--- config.mk ---
export PLATFORM = sky130hd
export DESIGN_NAME = hpi_burst_ctrl
export DESIGN_NICKNAME = d
export VERILOG_FILES = /design/src/rtl/hpi_pkg.sv /design/src/rtl/hpi_phase_timer.sv /design/src/rtl/hpi_burst_ctrl.sv
export SDC_FILE = /design/constraint.sdc
export NUM_CORES = 1
export LEC_CHECK = 0
export CAP_MARGIN = 20
export CORE_MARGIN = 1
export CORE_UTILIZATION = 57
export DETAILED_ROUTE_END_ITERATION = 7
export DONT_BUFFER_PORTS = 1
export GPL_ROUTABILITY_DRIVEN = 0
export GPL_TIMING_DRIVEN = 1
export PLACE_DENSITY = 0.76
export SLEW_MARGIN = 25
export SYNTH_ARGS = -nofsm -noshare
export SYNTH_HDL_FRONTEND = slang
export SYNTH_HIERARCHICAL = 1
export SYNTH_SLANG_ARGS = --single-unit
--- constraint.sdc ---
create_clock -name clk_clk -period 5.85 [get_ports clk_clk]
set_input_delay 1.4625 -clock clk_clk [delete_from_list [all_inputs] [get_ports clk_clk]]
set_output_delay 1.4625 -clock clk_clk [all_outputs]
set_load 0.01 [all_outputs]
--- src/rtl/hpi_pkg.sv ---
// Shared constants and state encoding for the CY7C67200 HPI sequencer.
package hpi_pkg;

  localparam logic [1:0] HPI_DATA    = 2'd0;
  localparam logic [1:0] HPI_MAILBOX = 2'd1;
  localparam logic [1:0] HPI_ADDR    = 2'd2;
  localparam logic [1:0] HPI_STATUS  = 2'd3;

  typedef enum logic [2:0] {
    S_IDLE,
    S_FETCH,
    S_SETUP,
    S_STROBE,
    S_HOLD,
    S_STALL,
    S_FIN
  } state_e;

endpackage

--- src/rtl/hpi_phase_timer.sv ---
// Loadable down-counter shared by the setup, strobe and hold phases.
module hpi_phase_timer #(
  parameter int W = 2
) (
  input  logic         clk_i,
  input  logic         rst_i,
  input  logic         load_i,
  input  logic [W-1:0] load_val_i,
  output logic         expire_o
);

  logic [W-1:0] cnt_q, cnt_d;

  always_comb begin
    cnt_d = cnt_q;
    if (load_i)
      cnt_d = load_val_i;
    else if (cnt_q != '0)
      cnt_d = cnt_q - 1'b1;
  end

  always_ff @(posedge clk_i or posedge rst_i) begin
    if (rst_i) cnt_q <= '0;
    else       cnt_q <= cnt_d;
  end

  assign expire_o = (cnt_q == '0);

endmodule

--- src/rtl/hpi_burst_ctrl.sv ---
// HPI access sequencer: single and auto-increment burst accesses
// driven from a command / write-stream / read-stream interface.
module hpi_burst_ctrl
  import hpi_pkg::*;
#(
  parameter int DATA_W     = 16,
  parameter int MAX_BURST  = 8,
  parameter int LEN_W      = 4,
  parameter int SETUP_CYC  = 1,
  parameter int STROBE_CYC = 2,
  parameter int HOLD_CYC   = 1
) (
  input  logic              clk_clk,
  input  logic              reset_reset,
  input  logic              cmd_valid,
  output logic              cmd_ready,
  input  logic              cmd_write,
  input  logic              cmd_reg,
  input  logic [1:0]        cmd_port,
  input  logic [15:0]       cmd_addr,
  input  logic [LEN_W-1:0]  cmd_len,
  input  logic              wr_valid,
  output logic              wr_ready,
  input  logic [DATA_W-1:0] wr_data,
  output logic              rd_valid,
  input  logic              rd_ready,
  output logic [DATA_W-1:0] rd_data,
  output logic              rd_last,
  output logic              busy,
  output logic              done,
  output logic              hpi_cs_n,
  output logic              hpi_r_n,
  output logic              hpi_w_n,
  output logic [1:0]        hpi_addr,
  output logic [DATA_W-1:0] hpi_data_out,
  output logic              hpi_data_oe,
  input  logic [DATA_W-1:0] hpi_data_in
);

  localparam int MAX_SH = (SETUP_CYC > HOLD_CYC) ?
                          SETUP_CYC : HOLD_CYC;
  localparam int MAXC   = (STROBE_CYC > MAX_SH) ?
                          STROBE_CYC : MAX_SH;
  localparam int TW     = $clog2(MAXC) + 1;

  localparam logic [TW-1:0] SET_LD = TW'(SETUP_CYC - 1);
  localparam logic [TW-1:0] STB_LD = TW'(STROBE_CYC - 1);
  localparam logic [TW-1:0] HLD_LD = TW'(HOLD_CYC - 1);

  localparam logic [LEN_W-1:0] ONE  = LEN_W'(1);
  localparam logic [LEN_W-1:0] MAXB = LEN_W'(MAX_BURST);

  state_e            state_q, state_d;
  logic              write_q, write_d;
  logic              reg_q, reg_d;
  logic [1:0]        port_q, port_d;
  logic              aph_q, aph_d;
  logic [LEN_W-1:0]  cnt_q, cnt_d;
  logic [DATA_W-1:0] data_q, data_d;
  logic              start_q, start_d;
  logic [DATA_W-1:0] rdat_q, rdat_d;
  logic              rdv_q, rdv_d;
  logic              rlast_q, rlast_d;

  logic              tmr_load;
  logic [TW-1:0]     tmr_val;
  logic              tmr_exp;
  logic              wr_acc;
  logic              rd_blk;
  logic [LEN_W-1:0]  len_c;
  state_e            next_acc;

  hpi_phase_timer #(.W(TW)) u_timer (
    .clk_i      (clk_clk),
    .rst_i      (reset_reset),
    .load_i     (tmr_load),
    .load_val_i (tmr_val),
    .expire_o   (tmr_exp)
  );

  // Address phase is always a write of cmd_addr
  assign wr_acc = aph_q | write_q;
  assign rd_blk = rdv_q & ~rd_ready;

  always_comb begin
    len_c = cmd_len;
    if (cmd_len == '0)       len_c = ONE;
    else if (cmd_len > MAXB) len_c = MAXB;
  end

  always_comb begin
    next_acc = S_SETUP;
    if (write_q)     next_acc = S_FETCH;
    else if (rd_blk) next_acc = S_STALL;
  end

  always_comb begin
    state_d = state_q;
    write_d = write_q;
    reg_d   = reg_q;
    port_d  = port_q;
    aph_d   = aph_q;
    cnt_d   = cnt_q;
    data_d  = data_q;
    start_d = start_q;
    rdat_d  = rdat_q;
    rdv_d   = rdv_q;
    rlast_d = rlast_q;

    if (rdv_q && rd_ready) rdv_d = 1'b0;

    unique case (state_q)
      S_IDLE: begin
        start_d = 1'b0;
        if (cmd_valid) begin
          write_d = cmd_write;
          reg_d   = cmd_reg;
          port_d  = cmd_port;
          aph_d   = ~cmd_reg;
          cnt_d   = len_c;
          data_d  = DATA_W'(cmd_addr);
          if (!cmd_reg)       state_d = S_SETUP;
          else if (cmd_write) state_d = S_FETCH;
          else if (rd_blk)    state_d = S_STALL;
          else                state_d = S_SETUP;
        end
      end
      S_FETCH: begin
        if (wr_valid) begin
          data_d  = wr_data;
          state_d = S_SETUP;
        end
      end
      S_SETUP: begin
        start_d = 1'b1;
        if (tmr_exp) state_d = S_STROBE;
      end
      S_STROBE: begin
        if (tmr_exp) begin
          state_d = S_HOLD;
          if (!wr_acc) begin
            rdat_d  = hpi_data_in;
            rdv_d   = 1'b1;
            rlast_d = (cnt_q == ONE);
          end
        end
      end
      S_HOLD: begin
        if (tmr_exp) begin
          if (aph_q) begin
            aph_d   = 1'b0;
            state_d = next_acc;
          end else if (cnt_q == ONE) begin
            state_d = S_FIN;
          end else begin
            cnt_d   = cnt_q - ONE;
            state_d = next_acc;
          end
        end
      end
      S_STALL: begin
        if (!rd_blk) state_d = S_SETUP;
      end
      S_FIN: state_d = S_IDLE;
      default: state_d = S_IDLE;
    endcase
  end

  always_comb begin
    tmr_load = (state_d != state_q);
    tmr_val  = '0;
    unique case (state_d)
      S_SETUP:  tmr_val = SET_LD;
      S_STROBE: tmr_val = STB_LD;
      S_HOLD:   tmr_val = HLD_LD;
      default:  tmr_val = '0;
    endcase
  end

  always_ff @(posedge clk_clk or posedge reset_reset) begin
    if (reset_reset) begin
      state_q <= S_IDLE;
      write_q <= 1'b0;
      reg_q   <= 1'b0;
      port_q  <= 2'd0;
      aph_q   <= 1'b0;
      cnt_q   <= '0;
      data_q  <= '0;
      start_q <= 1'b0;
      rdat_q  <= '0;
      rdv_q   <= 1'b0;
      rlast_q <= 1'b0;
    end else begin
      state_q <= state_d;
      write_q <= write_d;
      reg_q   <= reg_d;
      port_q  <= port_d;
      aph_q   <= aph_d;
      cnt_q   <= cnt_d;
      data_q  <= data_d;
      start_q <= start_d;
      rdat_q  <= rdat_d;
      rdv_q   <= rdv_d;
      rlast_q <= rlast_d;
    end
  end

  logic phase;
  assign phase = (state_q == S_SETUP) || (state_q == S_STROBE) ||
                 (state_q == S_HOLD);

  // Chip select spans the whole burst, including later write fetches
  assign hpi_cs_n = ~(phase || (state_q == S_STALL) ||
                      ((state_q == S_FETCH) && start_q));
  assign hpi_r_n  = ~((state_q == S_STROBE) && !wr_acc);
  assign hpi_w_n  = ~((state_q == S_STROBE) && wr_acc);

  always_comb begin
    hpi_addr = HPI_DATA;
    if (state_q != S_IDLE && state_q != S_FIN) begin
      if (aph_q)      hpi_addr = HPI_ADDR;
      else if (reg_q) hpi_addr = port_q;
    end
  end

  assign hpi_data_out = data_q;
  assign hpi_data_oe  = phase && wr_acc;

  assign cmd_ready = (state_q == S_IDLE);
  assign busy      = (state_q != S_IDLE);
  assign done      = (state_q == S_FIN);
  assign wr_ready  = (state_q == S_FETCH) && wr_valid;
  assign rd_valid  = rdv_q;
  assign rd_data   = rdat_q;
  assign rd_last   = rlast_q;

endmodule

==> results of run 1 <==
-- layout make-up --
| cell class | instances | area (µm²) | share of cell area [%] |
|---|---|---|---|
| Tap cell | 52 | 65.06 | 2.431 |
| Multi-Input combinational cell | 168 | 1226 | 45.82 |
| Timing Repair Buffer | 1 | 7.507 | 0.2805 |
| Inverter | 10 | 38.79 | 1.449 |
| Clock buffer | 5 | 68.82 | 2.571 |
| Sequential cell | 49 | 1226 | 45.82 |
| Clock inverter | 3 | 43.79 | 1.636 |
-- flip-flops by register name, summed over array words and instances, names as in the netlist --
name,flops
state_q,3
u_timer/cnt_q,2
start_q,1
rd_last,1
rd_data,16
port_q,2
write_q,1
cnt_q,4
rd_valid,1
hpi_data_out,16
aph_q,1
reg_q,1
-- metal layers --
layer | track usage (%) | routed length (µm)
met1 | 26.59 | 2037
met2 | 34.30 | 2376
met4 | 8.844 | 76
met5 | 0 | 0
met3 | 5.263 | 346
-- kinds of logic after synthesis --
group	synth area share [%]
buf+inv	4.645
simple gates	18.04
fa+ha+maj	1.467
flops	47.92
xor+xnor	0.6847
mux	14.57
compound gates	12.52
other cells	0.1466
-- per-stage QoR --
step / cells / power [mW]
after floorplan: 241 / 1.181
after global placement: 280 / 1.259
after detailed placement: 280 / 1.282
after CTS: 288 / 1.526
after global routing: 288 / 1.633
final: 288 / 1.512
-- placed cells by master, fill, tap and decap left out, drive strengths merged, types with 2 or more instances in the layout --
cell type / count
a21o: 2
a21oi: 6
a31oi: 2
and2: 2
clkbuf: 5
clkinv: 2
dfrtp: 49
ha: 3
inv: 10
mux2: 18
mux2i: 17
nand2: 36
nand2b: 3
nand3: 3
nand3b: 3
nand4: 2
nor2: 7
nor2b: 5
nor3: 3
nor3b: 4
o211ai: 2
o21ai: 21
o2bb2ai: 2
or2: 2
-- worst max-delay path, cell delays in order, from the launching register on --
cell	delay (ns)
dfrtp_1	0.76
inv_1	0.12
and3_1	0.24
or2_2	0.32
nor3_1	0.34
-- synth_stat cells, drive strengths merged (2+ instances only) --
master / n / share of area [%]
nor2b: 5 / 1.5
buf: 8 / 2.2
a31oi: 2 / 0.49
nor3b: 4 / 1.6
nand3b: 3 / 0.88
a21o: 2 / 0.88
nand2: 36 / 5.6
ha: 3 / 1.5
o2bb2ai: 2 / 0.68
o21ai: 21 / 4.3
dfrtp: 49 / 48
mux2: 18 / 7.9
nor3: 3 / 0.59
and2: 2 / 0.49
mux2i: 17 / 6.7
or2: 2 / 0.49
a21oi: 6 / 1.3
inv: 10 / 1.5
nor2: 7 / 1.0
nand4: 2 / 0.73
clkbuf: 6 / 0.93
nand2b: 3 / 0.73
nand3: 3 / 0.59
o211ai: 2 / 0.59
-- path summary, 6_finish.rpt --
path | from | slack (ns) | end
setup / recovery | state_q[0]$_DFF_PP0_ | 2.30 | hpi_addr[0]
hold / removal | port_q[0]$_DFFE_PP0P_ | 0.48 | port_q[0]$_DFFE_PP0P_
setup reg to reg | state_q[0]$_DFF_PP0_ | 3.58 | u_timer/cnt_q[0]$_DFFE_PP0P_
hold reg to reg | port_q[0]$_DFFE_PP0P_ | 0.48 | port_q[0]$_DFFE_PP0P_
max in group asynchronous | reset_reset | 4.22 | state_q[0]$_DFF_PP0_
min in group asynchronous | reset_reset | 0.89 | u_timer/cnt_q[0]$_DFFE_PP0P_
-- power by group through the flow --
stage / clock (mW) / combinational, mW / sequential (mW)
4_1_cts: 0.249 / 0.555 / 0.722
5_1_grt: 0.260 / 0.625 / 0.747
2_1_floorplan: 0 / 0.533 / 0.649
3_5_place_dp: 0 / 0.553 / 0.728
6_report: 0.239 / 0.552 / 0.721
3_3_place_gp: 0 / 0.537 / 0.722
==> out/results.tsv, run 1 <==
metric	value	unit
Critical Path End Type	output port	
fin crit share	60.67	%
largest net degree at the start of global routing	48	
Final Util	61.89	%
final hold vios	0	
mapped cell area	2559	µm²
root buf cell	clkbuf_8	
Sw Ratio	41.06	%
Routed Antenna Nets	0	
post-route cell area	2676	µm²
core area	4324	µm²
Clock Path Buffers	2	
Clock Pin Slew Worst Setup and Hold Paths	0.09	ns
final setup violation count	0	
first-pass GRT wire length	7859	µm
combinational share of power	36.5	%
Netlist cell types	60	
Sink Count	49	
initial antenna violation count	0	
Chip Width	69	µm
Setup Skew	0.005091	ns
total wire length	4837	µm
nets	299	
min setup slack post-route	2.301	ns
FF+latch count, synth	49	
setup tns final	0	ns
# Post-CTS Setup Buffers	0	
Power Dens Cells	564.9	nW/µm²
CTS H-Tree Depth	2	
setup slack after placement	2.647	ns
startpoint class of the critical path	flop	
CP max FO	18	
cts bufs inserted	5	
drc violations	0	
post_cts resized	0	
Die Ht	69	µm
Flop pwr share	47.7	%
Final Slew Violations	0	
CP arrival	2.09	ns
WL/cell	16.80	µm
GRT overflow	0	
status	complete, no violations	
Worst EP required	4.39	ns
Hold Path Class	reg -> reg	
Worst-Skew Late Latency	0.30	ns
Synth Area per Inst	10.62	µm²
clock group share of total power	15.8	%
Net Switching	620.7	µW
Syn Nets	305	
CTS tree	built	
number of global-route vias before repair	1722	
full die area	4761	µm²
# diodes	0	
Vias/cell	6.000	
synthesis warning total	6	
Synth Instances	241	
R2R depth	5	
Layout area overhead	4.597	%
PortBufs	0	
fillcell total	367	
Hold Buf Count CTS	0	
Hold Slack	0.4811	ns
Crit Path Class	reg -> out	
post-DP HPWL	3524	µm
unrepaired setup endpoints after global routing	no	
1st-pass router iterations	4	
FMAX	281.8	MHz
Post-synth EDFFs	0	
Int Power	891.1	µW
Rel. slew slack	47.27	%
Worst Max-Slew Pin Slew	0.7901	ns
worst vdd ir	0.2735	mV
asr flop ratio synth	100.0	%
post-layout min period	3.549	ns
row count	24	
sequential area share after synthesis	47.92	%
static leakage	1.178	nW
dpl cell area	2555	µm²
Top-Level Pins	105	
layout cells sized above 1	18.22	%
DR iter-0 viols	142	
ys flop type	dfrtp_1	
via count	1728	
Max Cap Violations	0	
gr usage total	21.01	%
Initial Utilization	59.17	%
worst hold stages	2	
Note: power is estimated with default switching activity, not from simulation.
==> inputs of run 2 (changes only) <==
- clock period: 5.85 -> 3.4 ns (I/O delays scaled with it)
==> out/results.tsv, run 2 (synthesis gave the netlist of run 1 again) <==
metric	value	unit	change
CP arrival	2.08	ns	about the same
Initial Utilization	59.17	%	unchanged
number of global-route vias before repair	1667		-3.2%
Flop pwr share	48.4	%	+0.7 points
combinational share of power	37.0	%	+0.5 points
Int Power	1.503	mW	+69%
Rel. slew slack	46.26	%	-1.0 points
Worst-Skew Late Latency	0.29	ns	about the same
Worst Max-Slew Pin Slew	0.8061	ns	+0.01605 ns
drc violations	0		unchanged
row count	24		unchanged
worst vdd ir	0.4570	mV	+67%
RR Endpoint	u_timer/cnt_q[0]$_DFFE_PP0P_		
Hold Path Class	in -> async		
WL/cell	16.51	µm	-1.7%
Chip Width	69	µm	unchanged
Max Cap Violations	0		unchanged
static leakage	1.177	nW	about the same
Sink Count	49		unchanged
fin crit share	86.17	%	
post-layout min period	2.930	ns	
initial antenna violation count	0		unchanged
Crit Path Class	reg -> out		
leading cell type in the layout, fill and taps excluded	dfrtp_1		
# diodes	0		unchanged
global routing usage on met3	5.409	%	+0.15 points
startpoint class of the critical path	flop		
DR iter-0 viols	140		-1.4%
nets	300		+0.33%
# Post-CTS Setup Buffers	0		unchanged
reg2reg setup slack	1.20	ns	-2.38 ns
Clock Path Buffers	2		unchanged
Clock Pin Slew Worst Setup and Hold Paths	0.08	ns	about the same
Die Ht	69	µm	unchanged
post_cts resized	0		unchanged
cts bufs inserted	5		unchanged
Final Slew Violations	0		unchanged
unrepaired setup endpoints after global routing	no		
full die area	4761	µm²	unchanged
gr busiest metal	met2		
root buf cell	clkbuf_8		
final hold vios	0		unchanged
FMAX	341.3	MHz	
largest net degree at the start of global routing	48		unchanged
Worst EP required	2.55	ns	-1.84 ns
final non-filler cell total	289		+0.35%
Critical Path End Type	output port		
Vias/cell	5.952		-0.81%
met2 Use GR	33.98	%	-0.32 points
most frequent cells in the layout	49 x dfrtp_1, 35 x nand2_1, 19 x o21ai_0		
status	complete, no violations		
1st-pass router iterations	4		unchanged
GR Util met1	28.05	%	+1.5 points
Power Dens Cells	956.7	nW/µm²	+69%
CP max FO	18		unchanged
reg-to-reg startpoint	cnt_q[1]$_DFFE_PP0P_		
core area	4324	µm²	unchanged
Hold Buf Count CTS	0		unchanged
first-pass GRT wire length	7941	µm	+1.0%
post-DP HPWL	3509	µm	-0.43%
R2R depth	7		+2
CTS tree	built		
final setup violation count	0		unchanged
PortBufs	0		unchanged
Setup Skew	0.005654	ns	+0.0005623 ns
setup tns final	0	ns	unchanged
Sw Ratio	41.12	%	+0.062 points
GRT overflow	0		unchanged
Layout area overhead	4.303	%	
fillcell total	376		+2.5%
clock group share of total power	14.6	%	-1.2 points
layout cells sized above 1	18.57	%	+0.35 points
Top-Level Pins	105		unchanged
Placed Instances	281		+0.36%
total wire length	4771	µm	-1.4%
gr usage total	21.09	%	+0.083 points
Routed Antenna Nets	0		unchanged
CTS H-Tree Depth	2		unchanged
Net Switching	1.050	mW	+69%
via count	1720		-0.46%
run 2: cell count changes in the layout (fill, tap and decap cells not counted), sizes merged:
| cell | change |
|---|---|
| buf | +1 |
| bufinv | -1 |
| clkbuf | +2 |
| clkinv | -1 |
run 2: power by group through the flow:
stage                     Sequential (mW)  Clock [mW]  Combinational [mW]
final                                1.24       0.373               0.944
after global routing                 1.28       0.410                1.07
after detailed placement             1.25           0               0.954
after floorplan                      1.12           0               0.917
after global placement               1.24           0               0.930
after CTS                            1.24       0.386               0.954
run 2: how the worst max path moves through the flow:
stage | startpoint | to | slack, ns | cells after the start
floorplan | state_q[1]$_DFF_PP0_ | hpi_addr[0] | 1.06 | 5
global placement | state_q[0]$_DFF_PP0_ | hpi_addr[0] | 0.83 | 4
detailed placement | state_q[0]$_DFF_PP0_ | hpi_addr[0] | 0.80 | 4
CTS | state_q[0]$_DFF_PP0_ | hpi_addr[0] | 0.47 | 4
global route | state_q[0]$_DFF_PP0_ | hpi_addr[0] | 0.30 | 4
finish | state_q[0]$_DFF_PP0_ | hpi_addr[0] | 0.47 | 4
run 2: final cells by class:
type	instances	area, µm²	area share [%]
Timing Repair Buffer	2	15.01	0.5626
Inverter	10	38.79	1.453
Clock buffer	7	96.34	3.610
Multi-Input combinational cell	168	1219	45.66
Sequential cell	49	1226	45.94
Tap cell	52	65.06	2.438
Clock inverter	1	8.758	0.3282
run 2: per-layer routing:
metal / wire [µm] / vias to the layer above
li1: - / 835
met1: 2068 / 813
met2: 2313 / 68
met3: 345 / 4
met4: 42 / 0
met5: 0 / -
run 2: worst max-delay path, stage by stage (launching register included):
cell     delay [ns]
dfrtp_1        0.75
inv_1          0.12
and3_1         0.25
or2_2          0.32
nor3_1         0.35
run 2: through the flow:
stage                     worst slack, ns  utilization (%)  area (µm²)  power (mW)  hold WS [ns]
after global placement             0.8307            59.26        2562       2.172        0.4667
after floorplan                     1.058                -        2559       2.033        0.4460
after global routing               0.2997            61.72        2669       2.764        0.2809
after CTS                          0.4706            61.69        2668       2.583        0.2795
final                              0.4701            61.72        2669       2.553        0.2853
after detailed placement           0.7991            59.26        2562       2.203        0.4654
